==> src/rtl/aes_pkg.sv <==
// Shared AES key-schedule definitions: key-length codes, per-mode sizes,
// GF(2^8) doubling and the forward S-box.
package aes_pkg;

  typedef enum logic [1:0] {
    KL_128 = 2'd0,
    KL_192 = 2'd1,
    KL_256 = 2'd2,
    KL_BAD = 2'd3
  } key_len_e;

  typedef enum logic [1:0] {
    ST_IDLE   = 2'd0,
    ST_EXPAND = 2'd1,
    ST_DRAIN  = 2'd2
  } state_e;

  // Forward S-box, entry 0 in the MSBs.
  localparam logic [2047:0] SBOX_TABLE = {
    128'h637c777bf26b6fc53001672bfed7ab76, 128'hca82c97dfa5947f0add4a2af9ca472c0,
    128'hb7fd9326363ff7cc34a5e5f171d83115, 128'h04c723c31896059a071280e2eb27b275,
    128'h09832c1a1b6e5aa0523bd6b329e32f84, 128'h53d100ed20fcb15b6acbbe394a4c58cf,
    128'hd0efaafb434d338545f9027f503c9fa8, 128'h51a3408f929d38f5bcb6da2110fff3d2,
    128'hcd0c13ec5f974417c4a77e3d645d1973, 128'h60814fdc222a908846eeb814de5e0bdb,
    128'he0323a0a4906245cc2d3ac629195e479, 128'he7c8376d8dd54ea96c56f4ea657aae08,
    128'hba78252e1ca6b4c6e8dd741f4bbd8b8a, 128'h703eb5664803f60e613557b986c11d9e,
    128'he1f8981169d98e949b1e87e9ce5528df, 128'h8ca1890dbfe6426841992d0fb054bb16
  };

  function automatic logic [3:0] nk_of(input logic [1:0] kl);
    case (kl)
      2'd1:    return 4'd6;
      2'd2:    return 4'd8;
      default: return 4'd4;
    endcase
  endfunction

  function automatic logic [3:0] nr_of(input logic [1:0] kl);
    return nk_of(kl) + 4'd6;
  endfunction

  // Total schedule words 4*(Nr+1).
  function automatic logic [5:0] words_of(input logic [1:0] kl);
    return {nr_of(kl), 2'b00} + 6'd4;
  endfunction

  function automatic logic [7:0] xtime(input logic [7:0] b);
    return {b[6:0], 1'b0} ^ (b[7] ? 8'h1b : 8'h00);
  endfunction

  function automatic logic [7:0] sbox(input logic [7:0] x);
    return SBOX_TABLE[2047 - 8*int'(x) -: 8];
  endfunction

endpackage

==> src/rtl/aes_sbox_word.sv <==
// Combinational SubWord: four parallel byte S-box lookups.
module aes_sbox_word
  import aes_pkg::*;
(
  input  logic [31:0] word_in,
  output logic [31:0] word_out
);

  // One lookup per byte lane
  for (genvar gi = 0; gi < 4; gi++) begin : g_byte
    assign word_out[8*gi +: 8] = sbox(word_in[8*gi +: 8]);
  end

endmodule

==> src/rtl/aes_key_sched.sv <==
// Sequential AES key schedule: one schedule word per cycle through a shared
// SubWord unit, round keys assembled four words at a time into a small FIFO.
module aes_key_sched
  import aes_pkg::*;
#(
  parameter int KEY_MAX_BITS = 256,
  parameter int OUT_DEPTH    = 2
) (
  input  logic                    clk,
  input  logic                    rst_n,
  input  logic                    start,
  input  logic [1:0]              key_len,
  input  logic [KEY_MAX_BITS-1:0] key_in,
  output logic                    busy,
  output logic                    err,
  output logic                    rk_valid,
  input  logic                    rk_ready,
  output logic [127:0]            rk_data,
  output logic [3:0]              rk_idx,
  output logic                    rk_last
);

  localparam int KEY_WORDS = KEY_MAX_BITS / 32;
  localparam int PTR_W     = (OUT_DEPTH > 1) ? $clog2(OUT_DEPTH) : 1;
  localparam int CNT_W     = $clog2(OUT_DEPTH + 1);
  localparam int ENT_W     = 133;  // {data[127:0], idx[3:0], last}

  state_e             state_q, state_d;
  logic [1:0]         klen_q, klen_d;
  logic [5:0]         wcnt_q, wcnt_d;
  logic [2:0]         phase_q, phase_d;
  logic [7:0]         rcon_q, rcon_d;
  logic [31:0]        win_q [8];
  logic [31:0]        win_d [8];
  logic [31:0]        asm_q [3];
  logic [31:0]        asm_d [3];
  logic               err_q, err_d;
  logic [PTR_W-1:0]   wr_ptr_q, wr_ptr_d, rd_ptr_q, rd_ptr_d;
  logic [CNT_W-1:0]   cnt_q, cnt_d;
  logic [ENT_W-1:0]   fifo_mem [OUT_DEPTH];

  logic [31:0]        key_w [8];
  logic [3:0]         nk_cur;
  logic [5:0]         wtot;
  logic [2:0]         top_idx;
  logic [31:0]        prev_w, sub_in, sub_out, new_word;
  logic               mode_ok, pop, push, full, advance;
  logic [ENT_W-1:0]   push_entry, head;

  // Split the left-aligned key into words; absent words read as zero
  for (genvar gi = 0; gi < 8; gi++) begin : g_key
    if (gi < KEY_WORDS) begin : g_used
      assign key_w[gi] = key_in[KEY_MAX_BITS-1-32*gi -: 32];
    end else begin : g_zero
      assign key_w[gi] = 32'h0;
    end
  end

  function automatic logic [PTR_W-1:0] ptr_inc(input logic [PTR_W-1:0] p);
    return (p == PTR_W'(OUT_DEPTH - 1)) ? '0 : p + 1'b1;
  endfunction

  // The window holds w[i-Nk..i-1]; during the key phase it simply rotates,
  // so the key words come out of slot 0 and land back in order.
  assign nk_cur  = nk_of(klen_q);
  assign wtot    = words_of(klen_q);
  assign top_idx = 3'(nk_cur - 4'd1);
  assign prev_w  = win_q[top_idx];
  assign sub_in  = (phase_q == 3'd0) ? {prev_w[23:0], prev_w[31:24]} : prev_w;

  aes_sbox_word u_sbox (
    .word_in  (sub_in),
    .word_out (sub_out)
  );

  // Next schedule word from the window, SubWord result and rcon
  always_comb begin
    new_word = win_q[0] ^ prev_w;
    if (wcnt_q < {2'b00, nk_cur}) begin
      new_word = win_q[0];
    end else if (phase_q == 3'd0) begin
      new_word = win_q[0] ^ sub_out ^ {rcon_q, 24'h0};
    end else if (nk_cur == 4'd8 && phase_q == 3'd4) begin
      new_word = win_q[0] ^ sub_out;
    end
  end

  assign mode_ok    = (key_len != KL_BAD) && (32 * int'(nk_of(key_len)) <= KEY_MAX_BITS);
  assign rk_valid   = (cnt_q != '0);
  assign pop        = rk_valid && rk_ready;
  assign full       = (cnt_q == CNT_W'(OUT_DEPTH));
  assign advance    = (state_q == ST_EXPAND) && (!full || pop);
  assign push       = advance && (wcnt_q[1:0] == 2'b11);
  assign push_entry = {asm_q[0], asm_q[1], asm_q[2], new_word, wcnt_q[5:2],
                       wcnt_q == wtot - 6'd1};
  assign head       = fifo_mem[rd_ptr_q];

  assign busy    = (state_q != ST_IDLE);
  assign err     = err_q;
  assign rk_data = rk_valid ? head[132:5] : 128'h0;
  assign rk_idx  = rk_valid ? head[4:1]   : 4'h0;
  assign rk_last = rk_valid && head[0];

  // FIFO pointer and occupancy update
  always_comb begin
    wr_ptr_d = wr_ptr_q;
    rd_ptr_d = rd_ptr_q;
    cnt_d    = cnt_q;
    if (push) wr_ptr_d = ptr_inc(wr_ptr_q);
    if (pop)  rd_ptr_d = ptr_inc(rd_ptr_q);
    case ({push, pop})
      2'b10:   cnt_d = cnt_q + 1'b1;
      2'b01:   cnt_d = cnt_q - 1'b1;
      default: cnt_d = cnt_q;
    endcase
  end

  // FSM next state plus schedule datapath update
  always_comb begin
    state_d = state_q;
    klen_d  = klen_q;
    wcnt_d  = wcnt_q;
    phase_d = phase_q;
    rcon_d  = rcon_q;
    win_d   = win_q;
    asm_d   = asm_q;
    err_d   = 1'b0;
    case (state_q)
      ST_IDLE: begin
        if (start) begin
          if (mode_ok) begin
            klen_d  = key_len;
            wcnt_d  = 6'd0;
            phase_d = 3'd0;
            rcon_d  = 8'h01;
            for (int j = 0; j < 8; j++) win_d[j] = key_w[j];
            state_d = ST_EXPAND;
          end else begin
            err_d = 1'b1;
          end
        end
      end
      ST_EXPAND: begin
        if (advance) begin
          case (wcnt_q[1:0])
            2'd0:    asm_d[0] = new_word;
            2'd1:    asm_d[1] = new_word;
            2'd2:    asm_d[2] = new_word;
            default: ;
          endcase
          for (int j = 0; j < 7; j++) win_d[j] = win_q[j+1];
          win_d[7]       = win_q[7];
          win_d[top_idx] = new_word;
          wcnt_d  = wcnt_q + 6'd1;
          phase_d = (phase_q == top_idx) ? 3'd0 : phase_q + 3'd1;
          if (phase_q == 3'd0 && wcnt_q >= {2'b00, nk_cur}) rcon_d = xtime(rcon_q);
          if (wcnt_q == wtot - 6'd1) state_d = ST_DRAIN;
        end
      end
      ST_DRAIN: begin
        if (cnt_d == '0) state_d = ST_IDLE;
      end
      default: state_d = ST_IDLE;
    endcase
  end

  // State registers with asynchronous reset
  always_ff @(posedge clk or negedge rst_n) begin
    if (!rst_n) begin
      state_q  <= ST_IDLE;
      klen_q   <= 2'd0;
      wcnt_q   <= 6'd0;
      phase_q  <= 3'd0;
      rcon_q   <= 8'h01;
      err_q    <= 1'b0;
      wr_ptr_q <= '0;
      rd_ptr_q <= '0;
      cnt_q    <= '0;
      for (int j = 0; j < 8; j++) win_q[j] <= 32'h0;
      for (int j = 0; j < 3; j++) asm_q[j] <= 32'h0;
    end else begin
      state_q  <= state_d;
      klen_q   <= klen_d;
      wcnt_q   <= wcnt_d;
      phase_q  <= phase_d;
      rcon_q   <= rcon_d;
      err_q    <= err_d;
      wr_ptr_q <= wr_ptr_d;
      rd_ptr_q <= rd_ptr_d;
      cnt_q    <= cnt_d;
      win_q    <= win_d;
      asm_q    <= asm_d;
    end
  end

  // FIFO storage; validity is tracked by the occupancy counter
  always_ff @(posedge clk) begin
    if (push) fifo_mem[wr_ptr_q] <= push_entry;
  end

endmodule

==> config.mk <==
export PLATFORM = sky130hd
export DESIGN_NAME = aes_key_sched
export DESIGN_NICKNAME = d
export VERILOG_FILES = /design/src/rtl/aes_pkg.sv /design/src/rtl/aes_sbox_word.sv /design/src/rtl/aes_key_sched.sv
export SDC_FILE = /design/constraint.sdc
export NUM_CORES = 2
export LEC_CHECK = 0
export ABC_AREA = 1
export CORE_AREA = 2 2 282 339
export CTS_BUF_LIST = sky130_fd_sc_hd__clkbuf_16
export CTS_CLUSTER_SIZE = 20
export DETAILED_ROUTE_END_ITERATION = 8
export DIE_AREA = 0 0 284 341
export PLACE_DENSITY = 0.67
export SLEW_MARGIN = 20
export SYNTH_ARGS = -nofsm -noshare
export SYNTH_HDL_FRONTEND = slang
export SYNTH_SLANG_ARGS = --single-unit
==> constraint.sdc <==
create_clock -name clk -period 21.3 [get_ports clk]
set_input_delay 2.13 -clock clk [delete_from_list [all_inputs] [get_ports clk]]
set_output_delay 2.13 -clock clk [all_outputs]
set_load 0.005 [all_outputs]
# Word level (Yosys, flattened, before mapping)

Memories as Yosys holds them, arrays and structs flattened.
Cells that the tools add are included.

Flip-flop bits (word level): 378
Bits in writable memories: 266
Output and inout port bits: 136
Memories: 1

Memory list:

| name     | words | width | rd ports | clocked after memory_dff | wr ports | RTL line            | source |
|---|---|---|---|---|---|---|---|
| fifo_mem | 2     | 133   | 1        | 0                        | 1        | aes_key_sched.sv:40 | `logic [ENT_W-1:0] fifo_mem [OUT_DEPTH];` |

Add/sub/neg operators: 14
$lt $le $gt $ge: 5
Equal/unequal tests: 23
Shifts and indexed selects: 4
Muxes and demuxes: 47
Bitwise operators: 5
Reductions and logical operators: 24

Operators with widths:

| kind                         | number |
|---|---|
| $shiftx A2055 B32 Y8 const A | 4 |
| $mux W256                    | 3 |
| $pmux W256 S2                | 1 |
| $bwmux W256                  | 1 |
| $mux W32                     | 7 |
| $mux W128                    | 1 |
| $bmux W32 S3                 | 1 |
| $demux W32 S3                | 1 |
| $xor A32 B32 Y32             | 3 |
| $sub A11 B11 Y12 const A     | 4 |
| $mux W8                      | 4 |
| $mux W6                      | 3 |
| $pmux W4 S2                  | 2 |
| $pmux W8 S2                  | 1 |
| $eq A2 B2 Y1 const B         | 7 |
| $mux W3                      | 4 |
| $ne A2 B2 Y1 const B         | 6 |
| $pmux W6 S2                  | 1 |
| $reduce_and A3 Y1            | 4 |
| $eq A2 B1 Y1 const B         | 5 |
| $mux W2                      | 5 |
| $reduce_and A5 Y1            | 2 |
| $le A9 B9 Y1 const B         | 1 |
| $logic_and A1 B1 Y1          | 8 |
| other kinds (32)             | 43 |

# Logic depth before layout (Yosys ltp)

Depth in word-level cells: 17
Mapped depth: 32
Gate-level depth less buffers: 30

# By module

Synthesis repeated with hierarchy kept, for this count alone.

Cells, all modules: 6,032
Area total of the unflattened synthesis: 42,726.0 um^2

By module, submodules not included:

| module        | times used | cells each | area an instance (um^2) | seq. area each (um^2) |
|---|---|---|---|---|
| aes_key_sched | 1          | 3,534      | 31,219.9                | 17,448.0 |
| aes_sbox_word | 1          | 2,498      | 11,506.0                | 0.0 |

# Least setup slack after synthesis

No wires, ideal clock.

Path type: input port to flip-flop
From: in rk_ready
To: mem fifo_mem[0][0] (enable)
Library setup time: 0.627 ns
Arrival: 8.096 ns
Data required time: 20.673 ns
Path slack: 12.577 ns
Stages: 6
Buffers on the path: 0
Path through: nor3_1 > inv_1 > nand2_1 > inv_1 > nand2_1 > nor2_1

Cells in the longest elaborated chain, start to end: 6

Ends and longest elaborated chain:

| what                          | RTL line             | source |
|---|---|---|
| start: declaration            | aes_key_sched.sv:17  | `input logic rk_ready,` |
| $logic_and A1 B1 Y1           | aes_key_sched.sv:90  | `assign pop = rk_valid && rk_ready;` |
| $logic_or A1 B1 Y1            | aes_key_sched.sv:92  | `assign advance = (state_q == ST_EXPAND) && (!full \|\| pop);` |
| $logic_and A1 B1 Y1           | aes_key_sched.sv:92  |  |
| $logic_and A1 B1 Y1           | aes_key_sched.sv:93  | `assign push = advance && (wcnt_q[1:0] == 2'b11);` |
| $mux W1                       | aes_key_sched.sv:198 | `if (push) fifo_mem[wr_ptr_q] <= push_entry;` |
| $mux W1 (not written as such) | aes_key_sched.sv:198 |  |
| end: declaration              | aes_key_sched.sv:40  |  |

No other way between the ends.

# Worst setup path after layout

From: reg klen_q[0]
To: reg win_q[74] (netlist bit)

Cells in the longest elaborated chain, start to end: 17

Ends and longest elaborated chain:

| what                                                | RTL line                                  | source |
|---|---|---|
| start: declaration                                  | aes_key_sched.sv:29                       | `logic [1:0] klen_q, klen_d;` |
| start signal: assignment                            | aes_key_sched.sv:183                      | `klen_q <= klen_d;` |
| $eq A2 B2 Y1 / $eq A2 B1 Y1 (equally long branches) | aes_pkg.sv:31                             | `case (kl)` |
| $pmux W4 S2 (*)                                     | aes_pkg.sv:31                             |  |
| $sub A3 B1 Y3                                       | aes_key_sched.sv:67                       | `assign top_idx = 3'(nk_cur - 4'd1);` |
| $not A3 Y4 (not written as such)                    | aes_key_sched.sv:68, aes_key_sched.sv:153 |  |
| $bmux W32 S3                                        | aes_key_sched.sv:68                       | `assign prev_w = win_q[top_idx];` |
| $mux W32 (not written as such) (2 in series)        | aes_key_sched.sv:68                       |  |
| $mux W32                                            | aes_key_sched.sv:69                       | `assign sub_in = (phase_q == 3'd0) ? {prev_w[23:0], prev_w[31:24]} : prev_w;` |
| $sub A11 B11 Y12                                    | aes_pkg.sv:52                             | `return SBOX_TABLE[2047 - 8*int'(x) -: 8];` |
| $shiftx A2055 B32 Y8                                | aes_pkg.sv:52                             |  |
| $xor A32 B32 Y32                                    | aes_key_sched.sv:82, aes_key_sched.sv:84  |  |
| $mux W32 / $xor A32 B32 Y32 (equally long branches) | aes_key_sched.sv:83, aes_key_sched.sv:82  |  |
| $mux W32                                            | aes_key_sched.sv:81                       | `end else if (phase_q == 3'd0) begin` |
| $mux W32                                            | aes_key_sched.sv:79                       | `if (wcnt_q < {2'b00, nk_cur}) begin` |
| $bwmux W256 (*)                                     | aes_key_sched.sv:153                      | `win_d[top_idx] = new_word;` |
| $mux W256 (*)                                       | aes_key_sched.sv:144                      | `if (advance) begin` |
| $pmux W256 S2 (*)                                   | aes_key_sched.sv:128                      | `case (state_q)` |
| end signal: assignment                              | aes_key_sched.sv:191                      | `win_q <= win_d;` |
| end: declaration                                    | aes_key_sched.sv:33                       | `logic [31:0] win_q [8];` |

Mark *: on every way between the ends. The rest lies on a longest branch, timed or not. The select of a mux whose other input is x is not followed.
A chain may end at the register's enable or synchronous reset.

==> flow_summary.json <==
{
  "outcome": "completed",
  "overflow": 0,
  "post-cts-setup-buffer-count": 0,
  "worst_slew_pin_slew_ns": 1.15,
  "finalNonFillerCells": 7346,
  "cts_resized": 0,
  "tritoncts": "done",
  "syn_to_final_growth_pct": 15.7,
  "clk_path_buf_depth": 3,
  "worst_hold_path_type": "flip-flop to flip-flop",
  "setup_violations": 0,
  "n_fill_cell": 9467,
  "hold_violations": 0,
  "cap_viol_max_count": 0,
  "cp_data_arrival_time_ns": 6.62,
  "yosys-top-cells-count": "1832 x nand2_1, 831 x nand3_1, 545 x a21oi_1, 411 x nor2_1, 377 x dfrtp_1",
  "skew_ns": 0.0292,
  "final_nets": 6367,
  "path_cells": "inv_1, ha_4, buf_4, o21ai_1, o21ai_1, nand2_1, nand2_2, buf_4, nand2_1, inv_1, nand2_1, nand3_1, nand3_1, nand3_1, nand2_1, nand2_1, nand3_1, nand2_1, nand2_1, nand2_1, nand2_1, nand2_1, a21oi_1",
  "fin_crit_sh_pct": 28.7,
  "async_flop_share_pct": 58.7,
  "crit_path_start_kind": "flip-flop",
  "viasPerCell": 6.13,
  "drive_above_1_share_pct": 6.22,
  "fin_util_pct": 51.7,
  "cts_root_buffer": "clkbuf_16",
  "avgSynthCellArea_um2": 7.10,
  "h-tree-depth": 3,
  "path_clk_slew_ns": 0.07,
  "crit_top_cell": "nand2_1",
  "hpwl_um": 138000,
  "grt_pass1_wl_um": 286000,
  "critPathSlowestCell": "nand2_1",
  "clkLatencyLatePin_ns": 0.63,
  "crit_buf_inv": 4,
  "drtIter0Drc": 6812,
  "synthesis.nets": 6212,
  "required_ns": 21.79,
  "cts_num_sinks": 644,
  "syn_area_um2": 41800,
  "grt_pass1_vias": 41900,
  "critPathMaxStageDelay_ns": 0.68,
  "antenna_left": 0,
  "ys_warn_count": 0,
  "seq_area_frac_synth_pct": 41.8,
  "grt_max_degree": 185,
  "multiInputGateArea_um2": 21200,
  "io_pins": 398,
  "worstSetupEndpointType": "flip-flop",
  "yosys.area.top_type": "dfrtp_1",
  "drtPass1Iterations": 9,
  "die-height_um": 341,
  "max_freq_mhz": 163,
  "drc": 0,
  "die_w_um": 284,
  "regArea_um2": 17500,
  "ys.flop_type": "dfrtp_1",
  "slew_viol_final": 0,
  "vias": 45100,
  "place.gp.congestion": 1.02,
  "numCtsBuffers": 68,
  "num_rows": 123,
  "grt_setup_unrepaired": "false",
  "fin_crit_ns": 6.12,
  "port_buffers": 397,
  "track_usage_pct": 39.7,
  "initial_core_util_pct": 44.7,
  "cp_top_family": "simple AND/OR/NAND/NOR gates",
  "ys_top_cells_by_area": "dfrtp_1 23%, edfxtp_1 19%, nand2_1 16%",
  "synth_edf_count": 266,
  "tns_ns": 0,
  "antenna_found_initial": 14,
  "slew_headroom_pct": 22.9,
  "detail_route.wl_per_cell_um": 27.1,
  "dp_cells": 7215,
  "drt-total-wl_um": 199000,
  "critPathKind": "flip-flop to flip-flop",
  "postCtsHoldBufs": 0,
  "dieArea_um2": 96800,
  "synth.distinct_cells": 50,
  "path_max_fanout": 53,
  "synth_top_area_share_pct": 22.6,
  "ys_ff_latch": 644,
  "hold_slack_ns": 0.453,
  "fp.coreArea_um2": 93600,
  "synth.most_common_cell": "nand2_1",
  "syn_inst": 5881
}
## metrics by stage
step,setup WS (ns),area [µm²]
6_report,15.18,48300
5_1_grt,14.93,48300
4_1_cts,15.20,48300
3_5_place_dp,15.11,46200
3_3_place_gp,15.12,46200
2_1_floorplan,12.58,41800
## worst reg2reg max path: cells and delay by family, from the launching register on
kind            cells  cell delay, ns
compound gates      3            0.84
fa+ha+maj           1            0.55
buf+inv             4            1.48
flops               1            0.39
simple gates       15            2.76
## registers in the layout, summed over array words and instances, names as in the netlist, 2 cells and up
name,cells
klen_q,2
win_q,256
phase_q,3
cnt_q,2
rcon_q,8
asm_q,96
wcnt_q,6
state_q,2
fifo_mem,266
## cell usage in the layout (no fill, tap or decap), types with 26 or more instances in the layout
master / n
a21oi_1: 545
a31oi_1: 81
buf_4: 60
clkbuf_16: 68
clkdlybuf4s50_1: 396
dfrtp_1: 376
edfxtp_1: 266
ha_1: 66
inv_1: 339
inv_2: 67
nand2_1: 1831
nand2_2: 68
nand3_1: 831
nor2_1: 406
nor2_2: 26
o211ai_1: 147
o21ai_0: 270
o21ai_1: 49
## path summary, 6_finish.rpt
check / from / endpoint / slack (ns) / cells past startpoint
min in group asynchronous: rst_n / asm_q[12]$_DFFE_PN0P_ / 1.54 / 1
max: klen_q[0]$_DFFE_PN0P_ / win_q[74]$_DFFE_PN0P_ / 15.18 / 23
max reg2reg: klen_q[0]$_DFFE_PN0P_ / win_q[74]$_DFFE_PN0P_ / 15.18 / 23
min: asm_q[4]$_DFFE_PN0P_ / fifo_mem[1][41]$_DFFE_PP_ / 0.45 / 0
max in group asynchronous: rst_n / win_q[206]$_DFFE_PN0P_ / 16.06 / 5
min reg2reg: asm_q[4]$_DFFE_PN0P_ / fifo_mem[1][41]$_DFFE_PP_ / 0.45 / 0
## cells by family after synthesis
logic type,share of synthesized area [%]
flops,41.8
fa+ha+maj,2.07
buf+inv,7.80
compound gates,15.5
simple gates,32.6
xor+xnor,0.273
## final cells by class
class / count / area share, %
clock buffers: 68 / 3.52
multi-input cells: 4461 / 43.8
flip-flops and latches: 644 / 36.1
repair buffers: 460 / 9.28
well taps: 1250 / 3.24
inverters: 401 / 3.15
diodes: 6 / 0.0311
clock inverters: 56 / 0.836
## metal layers
layer,wire [µm],vias to the layer above,global-route usage [%]
li1,-,20000,-
met3,20400,633,7.65
met2,90900,2956,63.2
met5,119,-,0
met1,73900,21500,50.8
met4,13600,18,22.3
Power is left out: the tool's default activity adds up to more than one toggle a clock period on the data nets, which glitch-free logic cannot reach.
